--- config.mk ---
export PLATFORM = sky130hd
export DESIGN_NAME = ppu_scan_doubler
export DESIGN_NICKNAME = d
export VERILOG_FILES = /design/src/rtl/ppu_scan_doubler.sv
export SDC_FILE = /design/constraint.sdc
export NUM_CORES = 2
export LEC_CHECK = 0
export BUFFER_PORTS_ARGS = -buffer_cell sky130_fd_sc_hd__buf_2
export CAP_MARGIN = 20
export CELL_PAD_IN_SITES_DETAIL_PLACEMENT = 1
export CELL_PAD_IN_SITES_GLOBAL_PLACEMENT = 2
export CORE_MARGIN = 1.5
export CORE_UTILIZATION = 39
export CTS_CLUSTER_SIZE = 28
export DETAILED_ROUTE_END_ITERATION = 8
export PLACE_DENSITY_LB_ADDON = 0.08
export SYNTH_ARGS = -nofsm -noshare
export SYNTH_HDL_FRONTEND = slang
export SYNTH_SLANG_ARGS = --single-unit
--- constraint.sdc ---
create_clock -name clk_ppu -period 7.5 [get_ports clk_ppu]
set_input_delay 0.375 -clock clk_ppu [delete_from_list [all_inputs] [get_ports clk_ppu]]
set_output_delay 0.375 -clock clk_ppu [all_outputs]
set_load 0.02 [all_outputs]
--- src/rtl/ppu_scan_doubler.sv ---
`default_nettype none
// ============================================================================
// Module   : ppu_scan_doubler
// Purpose  : Captures PPU scanlines into a ping-pong line buffer and re-emits
//            each line SCALE_Y times with every pixel repeated SCALE_X times
//            on a valid/ready stream; counts and flags dropped lines.
// Revision : 1.0  initial release
// ============================================================================
module ppu_scan_doubler #(
  parameter int PIX_W   = 8,
  parameter int LINE_W  = 256,
  parameter int LINES   = 240,
  parameter int SCALE_X = 2,
  parameter int SCALE_Y = 2
) (
  input  logic             clk_ppu,
  input  logic             rst_ppu_n,
  input  logic [PIX_W-1:0] pixel,
  input  logic             pixel_en,
  input  logic             vblank,
  output logic [PIX_W-1:0] out_pixel,
  output logic             out_valid,
  input  logic             out_ready,
  output logic             out_sof,
  output logic             out_eol,
  output logic             overflow,
  output logic [7:0]       drop_cnt
);

  localparam int               c_X_W       = (LINE_W > 1) ? $clog2(LINE_W) : 1;
  localparam int               c_Y_W       = $clog2(LINES + 1);
  localparam logic [c_X_W-1:0] c_X_LAST    = c_X_W'(LINE_W - 1);
  localparam logic [c_X_W-1:0] c_X_ZERO    = '0;
  localparam logic [c_Y_W-1:0] c_Y_END     = c_Y_W'(LINES);
  localparam logic [1:0]       c_RX_LAST   = 2'(SCALE_X - 1);
  localparam logic [1:0]       c_RY_LAST   = 2'(SCALE_Y - 1);
  localparam logic             c_FIRST_EOL = (LINE_W == 1) && (SCALE_X == 1);

  typedef enum logic [1:0] {
    ST_IDLE = 2'd0,
    ST_LOAD = 2'd1,
    ST_EMIT = 2'd2,
    ST_DONE = 2'd3
  } state_t;

  // Line storage: two banks of one scanline each
  logic [PIX_W-1:0] r_mem [2][LINE_W];

  // Write-side state
  logic             r_vb_q;
  logic [c_X_W-1:0] r_wr_x;
  logic [c_Y_W-1:0] r_wr_y;
  logic             r_wr_bank;
  logic             r_dropping;
  logic [1:0]       r_full;
  logic [1:0]       r_tag_zero;
  logic             r_overflow;
  logic [7:0]       r_drop_cnt;

  // Read-side state
  state_t           r_state;
  logic             r_rd_bank;
  logic [c_X_W-1:0] r_x;
  logic [1:0]       r_rx;
  logic [1:0]       r_ry;
  logic [PIX_W-1:0] r_out_pixel;
  logic             r_out_valid;
  logic             r_out_sof;
  logic             r_out_eol;

  // Write-side decode
  logic w_vb_rise;
  logic w_take;
  logic w_rd_free;
  logic w_bank_busy;
  logic w_line_start;
  logic w_line_end;
  logic w_drop_now;
  logic w_wr_en;

  assign w_vb_rise    = vblank & ~r_vb_q;
  // Pixels past the last visible line are ignored until the next frame
  assign w_take       = pixel_en & (r_wr_y != c_Y_END);
  assign w_rd_free    = (r_state == ST_DONE);
  // A bank the reader releases this very cycle counts as free
  assign w_bank_busy  = r_full[r_wr_bank] & ~(w_rd_free & (r_rd_bank == r_wr_bank));
  assign w_line_start = w_take & (r_wr_x == c_X_ZERO);
  assign w_line_end   = w_take & (r_wr_x == c_X_LAST);
  // Drop decision is made on the first pixel and held for the rest of the line
  assign w_drop_now   = w_line_start ? w_bank_busy : r_dropping;
  assign w_wr_en      = w_take & ~w_drop_now;

  // Next-beat counters for the emit sequence (ry outer, x middle, rx inner)
  logic [c_X_W-1:0] w_nx;
  logic [1:0]       w_nrx;
  logic [1:0]       w_nry;
  logic             w_last;

  // Advance the (ry, x, rx) beat position by one
  always_comb begin
    w_nrx  = r_rx + 2'd1;
    w_nx   = r_x;
    w_nry  = r_ry;
    w_last = (r_rx == c_RX_LAST) && (r_x == c_X_LAST) && (r_ry == c_RY_LAST);
    if (r_rx == c_RX_LAST) begin
      w_nrx = 2'd0;
      w_nx  = r_x + c_X_W'(1);
      if (r_x == c_X_LAST) begin
        w_nx  = c_X_ZERO;
        w_nry = r_ry + 2'd1;
      end
    end
  end

  // Line buffer write port; dropped lines never touch memory
  always_ff @(posedge clk_ppu) begin
    if (w_wr_en) begin
      r_mem[r_wr_bank][r_wr_x] <= pixel;
    end
  end

  // Write-side bookkeeping: position, bank flags, drop accounting
  always_ff @(posedge clk_ppu or negedge rst_ppu_n) begin
    if (!rst_ppu_n) begin
      r_vb_q     <= 1'b0;
      r_wr_x     <= '0;
      r_wr_y     <= '0;
      r_wr_bank  <= 1'b0;
      r_dropping <= 1'b0;
      r_full     <= 2'b00;
      r_tag_zero <= 2'b00;
      r_overflow <= 1'b0;
      r_drop_cnt <= 8'd0;
    end else begin
      r_vb_q <= vblank;

      if (w_line_start) begin
        r_dropping <= w_bank_busy;
        if (w_bank_busy) begin
          r_overflow <= 1'b1;
          if (r_drop_cnt != 8'hFF) begin
            r_drop_cnt <= r_drop_cnt + 8'd1;
          end
        end
      end

      // Reader release first; a writer completion on the same bank wins
      if (w_rd_free) begin
        r_full[r_rd_bank] <= 1'b0;
      end
      // A dropped line leaves wr_bank alone so the next line retries the
      // oldest bank, which is also the next one the reader frees
      if (w_line_end && !w_drop_now) begin
        r_full[r_wr_bank]     <= 1'b1;
        r_tag_zero[r_wr_bank] <= (r_wr_y == '0);
        r_wr_bank             <= ~r_wr_bank;
      end

      // vblank after the pixel so a coincident final pixel completes its line
      if (w_vb_rise) begin
        r_wr_x <= '0;
        r_wr_y <= '0;
      end else if (w_take) begin
        if (r_wr_x == c_X_LAST) begin
          r_wr_x <= '0;
          r_wr_y <= r_wr_y + c_Y_W'(1);
        end else begin
          r_wr_x <= r_wr_x + c_X_W'(1);
        end
      end
    end
  end

  // Read FSM: wait for a full bank, prime the buffer read, stream beats, release
  always_ff @(posedge clk_ppu or negedge rst_ppu_n) begin
    if (!rst_ppu_n) begin
      r_state     <= ST_IDLE;
      r_rd_bank   <= 1'b0;
      r_x         <= '0;
      r_rx        <= 2'd0;
      r_ry        <= 2'd0;
      r_out_pixel <= '0;
      r_out_valid <= 1'b0;
      r_out_sof   <= 1'b0;
      r_out_eol   <= 1'b0;
    end else begin
      case (r_state)
        ST_IDLE: begin
          r_x  <= '0;
          r_rx <= 2'd0;
          r_ry <= 2'd0;
          if (r_full[r_rd_bank]) begin
            r_state <= ST_LOAD;
          end
        end
        ST_LOAD: begin
          r_state     <= ST_EMIT;
          r_out_valid <= 1'b1;
          r_out_pixel <= r_mem[r_rd_bank][c_X_ZERO];
          r_out_sof   <= r_tag_zero[r_rd_bank];
          r_out_eol   <= c_FIRST_EOL;
        end
        ST_EMIT: begin
          if (out_ready) begin
            if (w_last) begin
              r_state     <= ST_DONE;
              r_out_valid <= 1'b0;
              r_out_sof   <= 1'b0;
              r_out_eol   <= 1'b0;
            end else begin
              r_x         <= w_nx;
              r_rx        <= w_nrx;
              r_ry        <= w_nry;
              r_out_pixel <= r_mem[r_rd_bank][w_nx];
              r_out_sof   <= 1'b0;
              r_out_eol   <= (w_nx == c_X_LAST) && (w_nrx == c_RX_LAST);
            end
          end
        end
        default: begin
          r_rd_bank <= ~r_rd_bank;
          r_state   <= ST_IDLE;
        end
      endcase
    end
  end

  assign out_pixel = r_out_pixel;
  assign out_valid = r_out_valid;
  assign out_sof   = r_out_sof;
  assign out_eol   = r_out_eol;
  assign overflow  = r_overflow;
  assign drop_cnt  = r_drop_cnt;

endmodule
`default_nettype wire

==> flow_summary.ini <==
[outcome]
outcome = finished, final reports clean

[min_path]
hold_class = input port to register
min_from = pixel_en

[layout]
fin_cells = 16053
area.growth.synth_to_final_pct = 13.5
design_area_sq_um = 186000
drive_gt1_share_pct = 14.7
nets = 10187
fillers = 39862

[logic_synthesis]
ys_top_cells_by_count = edfxtp_1 (4096), nand2_1 (1692), nand3_1 (602)
synth_async_sr_flop_share_pct = 1.40
yosysTopAreaCellShare_pct = 75.3
synth-edff-count = 4096
yosysMostFrequentCell = edfxtp_1
synth-compound-area-share_pct = 4.67
syn_inst = 9999
synthAdderAreaFrac_pct = 0.107
ys_warn_count = 0
synthSimpleGateAreaFrac_pct = 8.29
synth-xor-area-share_pct = 0.182
synth_ff_type = edfxtp_1
synth_nets = 10026
synthTopCellsByArea = edfxtp_1 (75%), mux4_2 (6.5%), nand2_1 (3.9%)
yosysTopAreaCell = edfxtp_1
ys_types = 89
synth_area_per_cell_sq_um = 16.3
synthMuxAreaShare_pct = 8.47
synth-seq-area-share_pct = 76.2
netlist_area_sq_um = 163000
ys_ff_latch = 4154
synth_top_family_by_area = multiplexers

[cts]
root_buffer = clkbuf_16
htree_num_levels = 5
clk_path_buf_depth = 4
tritoncts = yes
clkTransAtPathRegs_ns = 0.06
numClockSinks = 4154
cts_buffers = 452
postCtsSetupBuffers = 0
insertion_delay_ns = 1.02
cts-resized-gates = 0

[power_and_ir_drop]
clkPwrFrac_pct = 29.0
p_int_mw = 45.9
p_seq_share_pct = 33.8
power.leakage_nw = 58.8
switching_share_pct = 39.6
comb_power_share_pct = 37.2
cellPowerDensity_nw_per_um2 = 410
max-vdd-ir-drop_mv = 0.683
net-switching-power_mw = 30.1

[placement]
dp.cells = 15186
portBuffers = 32
hpwl_um = 357000
place_area_sq_um = 171000
place_congestion = 0.823

[die]
io_pins = 33
fp.dieW_um = 650
start_util_pct = 39.2
fp.coreArea_sq_um = 417000
placementRows = 237
die_h_um = 650
dieArea_sq_um = 423000

[setup_path]
worstPathRequired_ns = 8.42
worstPathMaxFanout = 45
end_kind = register
critPathKind = register to register
rr_startpoint = r_x[0]$_DFFE_PN0P_
arrival_ns = 7.48
critical_path.startpoint = r_x[0]$_DFFE_PN0P_
worst_setup_path_start_kind = register

[sta]
max_slew.worst_pin.slew_ns = 1.27
rsz0062_at_grt = false
maxSlewHeadroom_pct = 15.3
fin_crit_ns = 6.56
slew_violations = 0
whs_ns = 0.103
hold_viol_final = 0
maxClockFrequency_ghz = 0.153
finalClockSkew_ns = 0.0669
setup_viol = 0
tns_ns = 0
finalCritPeriodShare_pct = 87.4

[global_route]
grt_pass1_wl_um = 809000
grt_overflow_total = 0
grt_pass1_vias = 96977
antenna_found_initial = 37
grt_use_total_pct = 27.2
grt_max_degree = 170

[route]
via_count = 94816
drtPass1Iterations = 5
drc = 0
drtIter0Drc = 9994
ant_nets = 0
via_per_inst = 5.91
post_drt_wl_per_cell_um = 36.5
finalWirelength_um = 585000

[run]
drv_cap = 0
-- through the flow --
stage	utilization (%)	total power [mW]	setup WS (ns)
2_1_floorplan	-	41.3	4.06
3_3_place_gp	40.9	54.4	0.962
3_5_place_dp	41.0	54.5	0.877
4_1_cts	44.5	76.5	0.876
5_1_grt	44.5	78.2	0.935
6_report	44.5	76.0	0.944
-- power by group through the flow --
stage | clock, mW | combinational [mW] | sequential (mW)
after CTS | 22.4 | 28.4 | 25.7
after floorplan | 0 | 15.1 | 26.1
after global routing | 23.1 | 29.4 | 25.7
after detailed placement | 0 | 28.3 | 26.2
after global placement | 0 | 28.2 | 26.2
final | 22.0 | 28.3 | 25.7
-- what timing repair did --
item | 4_1_cts | 5_1_grt
hold endpoints to repair | 646 | 26
hold buffers | 11 | 1
endpoints found under the setup margin | 0 | 0
-- path summary, 6_finish.rpt --
kind	to	slack [ns]	cells past startpoint
min reg2reg	r_ry[0]$_DFFE_PN0P_	0.48	1
min in group asynchronous	out_valid$_DFFE_PN0P_	0.45	3
max	out_pixel[6]$_DFFE_PN0P_	0.94	14
max in group asynchronous	r_full[0]$_DFF_PN0_	6.40	4
max reg2reg	out_pixel[6]$_DFFE_PN0P_	0.94	14
min	r_wr_x[0]$_DFFE_PN0P_	0.10	5
-- cell usage in the layout (no fill, tap or decap), types with 14 or more instances in the layout --
| cell | instances |
|---|---|
| edfxtp_1 | 4096 |
| nand2_1 | 1681 |
| nand3_1 | 587 |
| nor2_1 | 586 |
| mux4_2 | 469 |
| clkbuf_16 | 457 |
| mux2i_1 | 318 |
| buf_4 | 251 |
| o22ai_1 | 244 |
| a21oi_1 | 184 |
| o21ai_0 | 158 |
| a31oi_1 | 128 |
| nand4_1 | 106 |
| clkinv_1 | 100 |
| clkinv_2 | 98 |
| a32oi_1 | 94 |
| clkbuf_1 | 93 |
| and3_1 | 70 |
| buf_12 | 61 |
| dfrtp_1 | 57 |
| a211oi_1 | 52 |
| a221oi_1 | 46 |
| a311oi_1 | 43 |
| bufinv_16 | 42 |
| nor3_1 | 29 |
| o221ai_1 | 27 |
| buf_2 | 23 |
| diode_2 | 22 |
| nor2b_1 | 21 |
| nor4_1 | 20 |
| a22oi_1 | 17 |
| o211ai_1 | 17 |
| inv_1 | 15 |
| xor2_1 | 15 |
| nand3_4 | 14 |
| ha_1 | 14 |
-- cell families (layout without fill, tap and decap cells) --
group                    Yosys count  after routing
AO/OA/AOI/OAI                   1136           1136
XOR/XNOR                          31             31
adder cells (fa/ha/maj)           14             14
buffers and inverters            678           1213
flip-flops                      4154           4154
multiplexers                     793            793
other                              0             22
AND/OR/NAND/NOR                 3193           3193
-- registers in the layout, summed over array words and instances (netlist names) --
register and flops:
r_tag_zero 2, r_wr_bank 1, r_state 2, r_ry 2, r_x 8, r_rd_bank 1, r_mem 4096, drop_cnt 8
overflow 1, out_pixel 8, out_sof 1, r_full 2, r_dropping 1, r_vb_q 1, r_wr_x 8, r_rx 2
r_wr_y 8, out_valid 1, out_eol 1
-- critical path: stages, from the launching register on --
cell	delay, ns
dfrtp_1	0.72
ha_1	0.34
inv_1	0.11
or4_4	0.75
nand2_8	0.65
buf_4	0.56
a211oi_1	0.16
a311oi_1	0.35
nor3_1	0.15
o31ai_1	0.95
a2111oi_2	0.21
buf_4	0.25
a31oi_1	0.62
a31oi_1	0.28
a311oi_1	0.26
-- layer usage --
layer  wire length (um)  vias to the layer above  global-route usage [%]
li1                   -                    39437                       -
met1             251000                    51574                    38.0
met2             281000                     3057                    44.8
met3              32200                      738                    3.19
met4              20700                       10                    8.56
met5                 77                        -                       0
-- final cells by class --
cell class | count | area (sq um) | area share (%)
clock inverters | 277 | 2560 | 1.38
multi-input cells | 5167 | 36000 | 19.4
well taps | 5497 | 6880 | 3.71
inverters | 16 | 65.1 | 0.0351
repair buffers | 369 | 3730 | 2.01
flip-flops and latches | 4154 | 124000 | 67.1
clock buffers | 551 | 11800 | 6.36
diodes | 22 | 55.1 | 0.0297
(Power assumes the default switching activity.)
